**src/rtl/detector_jogada_pkg.sv**
```systemverilog
// Shared definitions for the button play detector: state codes, default debounce length, one-hot test.
package detector_jogada_pkg;

  localparam int DEBOUNCE_DEFAULT = 50000;

  typedef enum logic [3:0] {
    ESPERA      = 4'd0,
    ESTABILIZA  = 4'd1,
    PRESSIONADO = 4'd2,
    LIBERA      = 4'd3
  } estado_t;

  function automatic logic is_onehot(input logic [31:0] v);
    return (v != 32'd0) && ((v & (v - 32'd1)) == 32'd0);
  endfunction

endpackage

```
**src/rtl/contador_debounce.sv**
```systemverilog
// Saturating debounce counter with clear/enable; fim flags the last cycle of the stability window.
module contador_debounce
  import detector_jogada_pkg::*;
#(
  parameter int DEBOUNCE_CYCLES = DEBOUNCE_DEFAULT
) (
  input  logic clock,
  input  logic reset,
  input  logic clr,
  input  logic en,
  output logic fim
);

  localparam int W = $clog2(DEBOUNCE_CYCLES) + 1;

  logic [W-1:0] cnt;

  assign fim = (cnt == W'(DEBOUNCE_CYCLES - 1));

  // Holding at the terminal value keeps the counter from ever wrapping.
  always_ff @(posedge clock) begin
    if (reset || clr)   cnt <= '0;
    else if (en && !fim) cnt <= cnt + 1'b1;
  end

endmodule

```
**src/rtl/detector_jogada.sv**
```systemverilog
// Debounces the buttons and emits one registered play per single-button press.
// Optional DETECTOR_JOGADA_SYNC_EN adds a 2-flop input synchronizer (2 cycles extra latency).
module detector_jogada
  import detector_jogada_pkg::*;
#(
  parameter int DEBOUNCE_CYCLES = DEBOUNCE_DEFAULT,
  parameter int N_BOTOES        = 4
) (
  input  logic                clock,
  input  logic                reset,
  input  logic [N_BOTOES-1:0] botoes,
  input  logic                habilita,
  output logic [N_BOTOES-1:0] jogada,
  output logic                jogada_feita,
  output logic                multiplo,
  output logic                db_tem_jogada,
  output logic [3:0]          db_estado
);

  logic [N_BOTOES-1:0] botoes_s;

`ifdef DETECTOR_JOGADA_SYNC_EN
  logic [N_BOTOES-1:0] sync1, sync2;
  always_ff @(posedge clock) begin
    if (reset) begin
      sync1 <= '0;
      sync2 <= '0;
    end else begin
      sync1 <= botoes;
      sync2 <= sync1;
    end
  end
  assign botoes_s = sync2;
`else
  assign botoes_s = botoes;
`endif

  estado_t             estado, prox;
  logic [N_BOTOES-1:0] candidato;
  logic                clr, en, fim, carrega_cand, carrega_jogada, feita_d, mult_d;

  contador_debounce #(.DEBOUNCE_CYCLES(DEBOUNCE_CYCLES)) u_cnt (
    .clock (clock),
    .reset (reset),
    .clr   (clr),
    .en    (en),
    .fim   (fim)
  );

  always_comb begin
    prox           = estado;
    clr            = 1'b0;
    en             = 1'b0;
    carrega_cand   = 1'b0;
    carrega_jogada = 1'b0;
    feita_d        = 1'b0;
    mult_d         = 1'b0;
    case (estado)
      ESPERA: begin
        if (habilita && (botoes_s != '0)) begin
          carrega_cand = 1'b1;
          clr          = 1'b1;
          prox         = ESTABILIZA;
        end
      end
      ESTABILIZA: begin
        if (botoes_s != candidato) begin
          clr  = 1'b1;
          prox = ESPERA;
        end else if (fim) begin
          prox = PRESSIONADO;
          if (!is_onehot(32'(candidato))) mult_d = 1'b1;
          else if (habilita) begin
            feita_d        = 1'b1;
            carrega_jogada = 1'b1;
          end
        end else begin
          en = 1'b1;
        end
      end
      PRESSIONADO: begin
        if (botoes_s == '0) begin
          clr  = 1'b1;
          prox = LIBERA;
        end
      end
      LIBERA: begin
        // A nonzero sample here is release bounce: go back to held without a new pulse.
        if (botoes_s != '0) prox = PRESSIONADO;
        else if (fim)       prox = ESPERA;
        else                en   = 1'b1;
      end
      default: prox = ESPERA;
    endcase
  end

  always_ff @(posedge clock) begin
    if (reset) begin
      estado       <= ESPERA;
      candidato    <= '0;
      jogada       <= '0;
      jogada_feita <= 1'b0;
      multiplo     <= 1'b0;
    end else begin
      estado       <= prox;
      jogada_feita <= feita_d;
      multiplo     <= mult_d;
      if (carrega_cand)   candidato <= botoes_s;
      if (carrega_jogada) jogada    <= candidato;
    end
  end

  assign db_tem_jogada = (estado == PRESSIONADO) || (estado == LIBERA);
  assign db_estado     = estado;

endmodule

```
**config.mk**
```make
export PLATFORM = sky130hd
export DESIGN_NAME = detector_jogada
export DESIGN_NICKNAME = d
export VERILOG_FILES = /design/src/rtl/detector_jogada_pkg.sv /design/src/rtl/contador_debounce.sv /design/src/rtl/detector_jogada.sv
export SDC_FILE = /design/constraint.sdc
export NUM_CORES = 1
export LEC_CHECK = 0
export BUFFER_PORTS_ARGS = -buffer_cell sky130_fd_sc_hd__buf_2
export CORE_MARGIN = 2
export CORE_UTILIZATION = 32
export CTS_CLUSTER_SIZE = 12
export DETAILED_ROUTE_END_ITERATION = 12
export REMOVE_ABC_BUFFERS = 1
export SETUP_SLACK_MARGIN = 0.3
export SKIP_CTS_REPAIR_TIMING = 1
export SLEW_MARGIN = 0
export SYNTH_ARGS = -nofsm -noshare
export SYNTH_HDL_FRONTEND = slang
export SYNTH_SLANG_ARGS = --single-unit
export TNS_END_PERCENT = 5
```
**constraint.sdc**
```tcl
create_clock -name clock -period 2.2 [get_ports clock]
set_clock_uncertainty 0.05 [all_clocks]
set_input_delay 0.11 -clock clock [delete_from_list [all_inputs] [get_ports clock]]
set_output_delay 0.11 -clock clock [all_outputs]
set_load 0.01 [all_outputs]
```
After elaboration in Yosys (flattened, before gate mapping):

Cells that the tools add are included.

* register bits: 31
* latch bits: 0
* memory bits (writable): 0
* ROM bits: 0
* bits of input ports: 7
* output and inout bits: 11
* logic and storage cells: 55
* memories: 0

* add/subtract/negate cells: 2
* multiply operators: 0
* divide/modulo/power cells: 0
* order comparisons: 0
* eq/ne operators: 9
* shift-type cells: 0
* multiplexer cells: 22
* bitwise logic cells: 3
* reduce and logical (&&, ||, !) cells: 13

Operators by type and width (count)
* bitwise AND 4 x 32 -> 32 bit: 1
* logical NOT 32 bit: 1
* 2-to-1 mux 4 bit: 6
* adder 17 x 1 -> 17 bit (second input constant): 1
* == test 17 x 16 -> 1 bit (second input constant): 1
* one-hot mux 4 bit (4 select lines): 1
* 2-to-1 mux 1 bit: 13
* == test 4 x 2 -> 1 bit (second input constant): 2
* logical NOT 4 bit: 2
* nonzero test 4 bit: 2
* != test 3 x 2 -> 1 bit (second input constant): 2
* subtractor 4 x 1 -> 5 bit (second input constant): 1
* == test 4 x 1 -> 1 bit (second input constant): 1
* != test 2 bit (second input constant): 2
* != test 4 bit: 1
* AND reduction 4 bit: 1
* OR reduction 4 bit: 1
* logical AND 1 bit: 3
* one-hot mux 1 bit (3 select lines): 1
* logical OR 1 bit: 2
* NOT 1 bit: 2
* one-hot mux 1 bit (2 select lines): 1
* logical NOT 1 bit: 1

Logic depth before layout (Yosys ltp):

Gate-level depths: netlist of run 1.

* depth after elaboration: 8
* depth in mapped cells: 8
* mapped depth without buffers: 6

Cells and area by module:

From an unflattened synthesis of run 1, not the netlist that was laid out.

* cells, all modules: 177
* area, all modules: 1525.2 um2

By module, submodules not included
* contador_debounce: instances 1, cells an instance 103, area an instance 863.3 um2, seq. area each 340.3 um2
* detector_jogada: instances 1, cells an instance 74, area an instance 661.9 um2, seq. area each 240.2 um2

Worst setup path after synthesis of run 1:

Ideal clock, no wire load.

* kind: register -> register
* from: register estado[1] (netlist: db_estado[1])
* to: register u_cnt.cnt[10]
* setup time: 60 ps
* data arrival time: 1839 ps
* required time: 2090 ps
* slack: 251 ps
* cell stages (with the launch flop): 8
* buffers on the path: 2
* clock period less this slack: 1949 ps
* cells stage by stage: dfxtp_1 -> clkbuf_1 -> or3b_2 -> mux2i_1 -> or3_1 -> buf_2 -> or4_1 -> nand2_1

* longest elaborated chain between the ends: 3
* elaborated cells on any way between the ends: 8
* those cells by class: 3 x eq/ne; 2 x mux; 3 x reduce/logical

Ends and longest elaborated chain
* start: declaration: RTL line detector_jogada.sv:38 `estado_t estado, prox;`
* start signal: assignment: RTL line detector_jogada.sv:105 `estado <= prox;`
* == test 4 x 2 -> 1 bit, or another cell as far along: RTL line detector_jogada.sv:58 `case (estado)`
* one-hot mux 1 bit (3 select lines) or one-hot mux 1 bit (2 select lines) (tied branches): RTL line detector_jogada.sv:58
* logical OR 1 bit or logical AND 1 bit (tied branches): RTL line contador_debounce.sv:22, contador_debounce.sv:23
* end signal: assignment: RTL line contador_debounce.sv:23 `else if (en && !fim) cnt <= cnt + 1'b1;`
* end: declaration: RTL line contador_debounce.sv:16 `logic [W-1:0] cnt;`

Parallel ways exist; a longest one is shown, timed or not.
A chain may end at the register's enable or synchronous reset.

Worst setup path after layout of run 1:

* from: register candidato[1]
* to: register u_cnt.cnt[7]

* longest elaborated chain between the ends: 4
* elaborated cells on any way between the ends: 7
* those cells by class: 1 x eq/ne; 4 x mux; 2 x reduce/logical

Ends and longest elaborated chain
* start: declaration: RTL line detector_jogada.sv:39 `logic [N_BOTOES-1:0] candidato;`
* start signal: assignment: RTL line detector_jogada.sv:108 `if (carrega_cand) candidato <= botoes_s;`
* != test 4 bit *: RTL line detector_jogada.sv:67 `if (botoes_s != candidato) begin`
* 2-to-1 mux 1 bit: RTL line detector_jogada.sv:67
* one-hot mux 1 bit (3 select lines) or one-hot mux 1 bit (2 select lines) (tied branches): RTL line detector_jogada.sv:58
* logical OR 1 bit or logical AND 1 bit (tied branches): RTL line contador_debounce.sv:22, contador_debounce.sv:23

Mark *: on every way between the ends. The rest lies on a longest branch, timed or not.

==> results of run 1 <==
[layout by cell type (no fill, tap or decap), drive strengths merged, types with 2 or more instances in the layout]
cell and instances:
dfxtp 29, buf 26, a21oi 14, nand2 12
o21ai 10, nor2 10, clkbuf 10, nand3 9
or4 8, or3 7, mux2i 6, nand4 6
nand2b 5, xnor2 5, o211ai 4, nor4 4
o31ai 4, inv 3, and4 3, nor4b 3
nor3 3, or4b 2, conb 2, nor4bb 2
[cell families after synthesis]
logic type	after synthesis
DFF	29
buffers and inverters	14
AOI/OAI and AO/OA	39
xor gates and xnor gates	6
adders and majority gates	1
muxes	6
other	1
and+or+nand+nor	80
[metal layers]
| metal | part of all wire, % | vias up | track usage (%) |
|---|---|---|---|
| met2 | 48 | 30 | 22.2 |
| met3 | 4.0 | 5 | 4.01 |
| li1 | - | 712 | - |
| met1 | 47 | 684 | 17.8 |
| met5 | 0 | - | 0 |
| met4 | 1.4 | 0 | 6.79 |
[how the worst max path moves through the flow]
stage,start,endpoint,slack [ps]
3_5_place_dp,u_cnt.cnt[0],u_cnt.cnt[14],250
5_1_grt,u_cnt.cnt[14],u_cnt.cnt[1],240
3_3_place_gp,candidato[3],u_cnt.cnt[9],250
4_1_cts,u_cnt.cnt[0],u_cnt.cnt[9],220
6_report,candidato[1],u_cnt.cnt[7],320
2_1_floorplan,u_cnt.cnt[0],u_cnt.cnt[14],-230
[registers in the layout (all words and copies together) (netlist names)]
register / flops
db_estado: 2
jogada: 4
u_cnt.cnt: 17
multiplo: 1
jogada_feita: 1
candidato: 4
[worst max-delay path, stage by stage, from the launching register on]
cell,delay (ps)
dfxtp_2,360
xnor2_2,190
and4_4,290
o2111ai_4,190
buf_12,190
or4_4,410
a21oi_2,130
[power groups by stage]
stage	clock [W]	sequential (W)	combinational [W]
floorplan	0	0.000551	0.0000523
global placement	0	0.000552	0.0000926
detailed placement	0	0.000552	0.0000929
CTS	0.000453	0.000540	0.0000936
global route	0.000473	0.000541	0.000121
finish	0.000435	0.000540	0.000111
[metrics by stage]
step | instances | TNS (ps) | hold slack (ps) | util (%) | worst slack [ps]
after detailed placement | 240 | 0 | 384 | 37.5 | 246
after floorplan | 166 | -2420 | 129 | - | -230
after CTS | 247 | 0 | 94.9 | 39.5 | 222
after global placement | 240 | 0 | 371 | 37.5 | 247
final | 254 | 0 | 112 | 45.2 | 318
after global routing | 254 | 0 | 113 | 45.2 | 236
[layout make-up]
type / count / area, um2 / share of cell area [%]
Multi-Input combinational cell: 134 / 1000 / 49.9
Tap cell: 52 / 65.1 / 3.24
Inverter: 3 / 11.3 / 0.561
Clock buffer: 7 / 86.3 / 4.30
Timing Repair Buffer: 29 / 245 / 12.2
Sequential cell: 29 / 598 / 29.8
==> run_results.csv, run 1 <==
group,metric,value,unit
clock_network,cts_sinks,29,
die,initial_utilization,33.9,%
grt,grt_pass1_wl,5.80,mm
setup_path,timing.rr.start,"candidato[1]",
sta,finalHoldViolCount,0,
setup_path,r2r_slack,320,ps
route,wl_per_cell,15.1,um
clock_network,cts_tree,"yes",
synthesis,ys_ff_latch,29,
synthesis,ys.warnings.count,0,
synthesis,synth_edf_count,0,
finish,fin_area,2010,um2
synthesis,synth_cells,176,
sta,fin_crit,1880,ps
power_and_ir_drop,power.leakage,0.710,nW
die,ios,18,
clock_network,insertion_delay,280,ps
power_and_ir_drop,power_density,541,nW/um2
synthesis,synth_top_area_share,38.5,%
synthesis,synth_top_area_cell,"dfxtp_1",
grt,grt_overflow,0,
synthesis,synth-seq-area-share,38.5,%
synthesis,synth_area_leaders,"dfxtp_1, a21oi_1, mux2i_1, or4_1, o21ai_0",
power_and_ir_drop,swShare,23.7,%
finish,num-fill-cells,440,
power_and_ir_drop,power.share.combinational,10.2,%
job,max-cap-violations,0,
die,core-area,4440,um2
synthesis,ys_async_sr_fraction,0,%
synthesis,synth_common_cells,"dfxtp_1, a21oi_1, nand2_1, nor2_1, o21ai_0",
setup_path,crit_type,"reg -> reg",
setup_path,startpoint_type,"flop",
setup_path,worstSetupEndpointType,"flop",
synthesis,syn-cell-area,1510,um2
power_and_ir_drop,sequentialPowerShare,49.7,%
setup_path,required,2360,ps
synthesis,synthAdderAreaFrac,0.831,%
power_and_ir_drop,finalPower,0.00109,W
place,hpwl,2.38,mm
route,route.detailed.drc,0,
setup_path,critPathArrivalTime,2040,ps
sta,max_freq,0.531,GHz
power_and_ir_drop,clkPwrFrac,40.1,%
die,dieWidth,72.6,um
synthesis,synth-compound-area-share,15.9,%
finish,num_antenna_cells,0,
worst_hold_path,hold_depth,2,
synthesis,synth.area.mux_share,3.99,%
synthesis,synth_top_family_by_area,"simple AND/OR/NAND/NOR gates",
route,drtPass1Iterations,4,
status,status,"completed",
sta,setup_viol,0,
synthesis,yosysUniqueCellTypes,41,
setup_path,r2r_end,"u_cnt.cnt[7]",
power_and_ir_drop,p_int,0.000829,W
route,drt_iter0_drc,89,
worst_hold_path,holdPathEnd,"candidato[3]",
route,vias,1431,
grt,grt_pass1_vias,1254,
clock_network,cts_buffers,5,
synthesis,synth_ff_type,"dfxtp_1",
grt,grt_max_degree,34,
worst_hold_path,min_from,"reset",
grt,grt_use_total,14.1,%
die,fp-row-count,24,
place,dpl_cell_area,1670,um2
clock_network,cts.path.max_buffers,2,
worst_hold_path,hp-class,"in -> reg",
sta,rsz0062_at_grt,"true",
power_and_ir_drop,p_switching,0.000258,W
place,place_congestion,0.818,
synthesis,synthXorXnorAreaFrac,3.49,%
die,die_area,5270,um2
setup_path,crit_fanout,6,
finish,fin_nets,210,
finish,area_delta_synth_final,33.2,%
power_and_ir_drop,vdd_drop_max,275,uV
clock_network,h-tree-depth,2,
place,io_buffers,15,
die,die_y,72.6,um
synthesis,postSynthAreaPerCell,8.56,um2
clock_network,path_clk_slew,60,ps
sta,fin_crit_sh,85.5,%
clock_network,cts-root-buf,"clkbuf_8",
setup_path,reg2reg_depth,6,
grt,antenna_found_initial,0,
synthesis,synth-simple-area-share,32.7,%
synthesis,synth_most_common_cell,"dfxtp_1",
finish,drive_gt1_share,35.1,%
sta,maxSlewViolCount,0,
route,wirelength,3.84,mm
route,viasPerCell,5.63,
route,ant_nets,0,
Power figures use the tool's default switching activity.
==> run 2: changes to the inputs <==
clock period = 2.1 ns   (was 2.2 ns; I/O delays follow)
==> run_results.csv, run 2 (same netlist as run 1, synthesis figures left out) <==
group,metric,value,unit
status,status,"completed",
grt,grt_overflow,0,
die,dieWidth,72.6,um
power_and_ir_drop,power.leakage,0.714,nW
finish,fin_util,44.8,%
clock_network,insertion_delay,270,ps
sta,maxSlewViolCount,0,
die,core-area,4440,um2
grt,grt_use_total,13.5,%
route,viasPerCell,5.58,
place,io_buffers,15,
sta,max_freq,0.535,GHz
die,die_area,5270,um2
power_and_ir_drop,p_switching,0.000281,W
route,wirelength,3.61,mm
finish,area_delta_synth_final,32.1,%
sta,setup_ws,232,ps
finish,layout_commonest_cell,"dfxtp_1",
finish,fin_nets,211,
grt,antenna_found_initial,0,
power_and_ir_drop,power_density,568,nW/um2
power_and_ir_drop,p_int,0.000848,W
sta,finalHoldViolCount,0,
setup_path,crit_fanout,6,
clock_network,h-tree-depth,2,
die,ios,18,
route,drtPass1Iterations,4,
route,route.detailed.drc,0,
die,initial_utilization,33.9,%
finish,fin_area,1990,um2
power_and_ir_drop,swShare,24.9,%
worst_hold_path,hp-class,"in -> reg",
sta,setup_viol,0,
route,drt_iter0_drc,56,
setup_path,required,2260,ps
grt,grt_max_degree,34,
finish,largestRegisters,"u_cnt.cnt: 17 flops, candidato: 4 flops, jogada: 4 flops",
clock_network,cts-root-buf,"clkbuf_8",
power_and_ir_drop,sequentialPowerShare,50.0,%
finish,largest-register,"u_cnt.cnt",
finish,largest_reg_flops,17,
sta,fin_crit_sh,88.9,%
finish,num_antenna_cells,0,
finish,drive_gt1_share,30.9,%
clock_network,cts.path.max_buffers,2,
job,max-cap-violations,0,
power_and_ir_drop,vdd_drop_max,289,uV
clock_network,cts_buffers,5,
place,dp_slack,107,ps
place,dpl_cell_area,1700,um2
clock_network,path_clk_slew,60,ps
setup_path,critPathArrivalTime,2030,ps
finish,layout_common_cells,"dfxtp_1, buf_2, a21oi_1, nand2_1, buf_4",
clock_network,cts_sinks,29,
setup_path,startpoint_type,"flop",
sta,fin_setup_tns,0,ps
setup_path,worstSetupEndpointType,"flop",
power_and_ir_drop,clkPwrFrac,38.3,%
grt,grt_pass1_vias,1240,
place,place_congestion,0.847,
route,wl_per_cell,14.1,um
die,die_y,72.6,um
sta,whs,99.4,ps
sta,fin_crit,1870,ps
setup_path,crit_type,"reg -> reg",
route,ant_nets,0,
place,hpwl,2.35,mm
clock_network,cts_tree,"yes",
grt,grt_pass1_wl,5.58,mm
die,fp-row-count,24,
route,vias,1429,
power_and_ir_drop,power.share.combinational,11.8,%
sta,rsz0062_at_grt,"true",
## run 2: changes by cell type in the layout (fill, tap and decap cells not counted), sizes merged
| cell | delta |
|---|---|
| buf | +1 |
| clkbuf | -1 |
| clkinv | +2 |
## run 2: layer usage
layer	GRT usage, %	routed length (um)	vias to the layer above	share of wire (%)
met5	0	0	-	0
met2	21.4	1630	38	45
li1	-	-	715	-
met4	4.94	49	0	1.4
met3	3.73	164	7	4.5
met1	17.5	1760	669	49
## run 2: path summary, 6_finish.rpt
path	endpoint	slack, ps	from	cells past startpoint
max	u_cnt.cnt[8]	230	candidato[2]	6
min reg2reg	jogada[3]	420	jogada[3]	2
min	candidato[1]	100	botoes[1]	3
max reg2reg	u_cnt.cnt[8]	230	candidato[2]	6
## run 2: metrics by stage
stage,total power (W),instances
after floorplan,0.000632,166
after global placement,0.000681,244
after detailed placement,0.000681,244
after CTS,0.00111,252
after global routing,0.00117,256
final,0.00113,256
## run 2: worst max-delay path, cell delays in order (launching register included)
cell	delay, ps
dfxtp_4	380
xnor2_2	170
and4_4	280
o2111ai_4	190
clkbuf_16	210
or4_1	460
nand2_1	70
## run 2: final cells by class
type	instances	area [um2]
clock buffers	6	72.6
fillers	441	2450
flip-flops and latches	29	592
well taps	52	65.1
repair buffers	30	253
clock inverters	2	10.0
inverters	3	11.3
multi-input cells	134	986
## run 2: power by group through the flow
stage	Combinational, W	Sequential (W)	Clock [W]
after floorplan	0.0000548	0.000578	0
after global placement	0.000105	0.000576	0
after detailed placement	0.000106	0.000576	0
after CTS	0.000106	0.000563	0.000445
after global routing	0.000143	0.000565	0.000465
final	0.000133	0.000564	0.000432
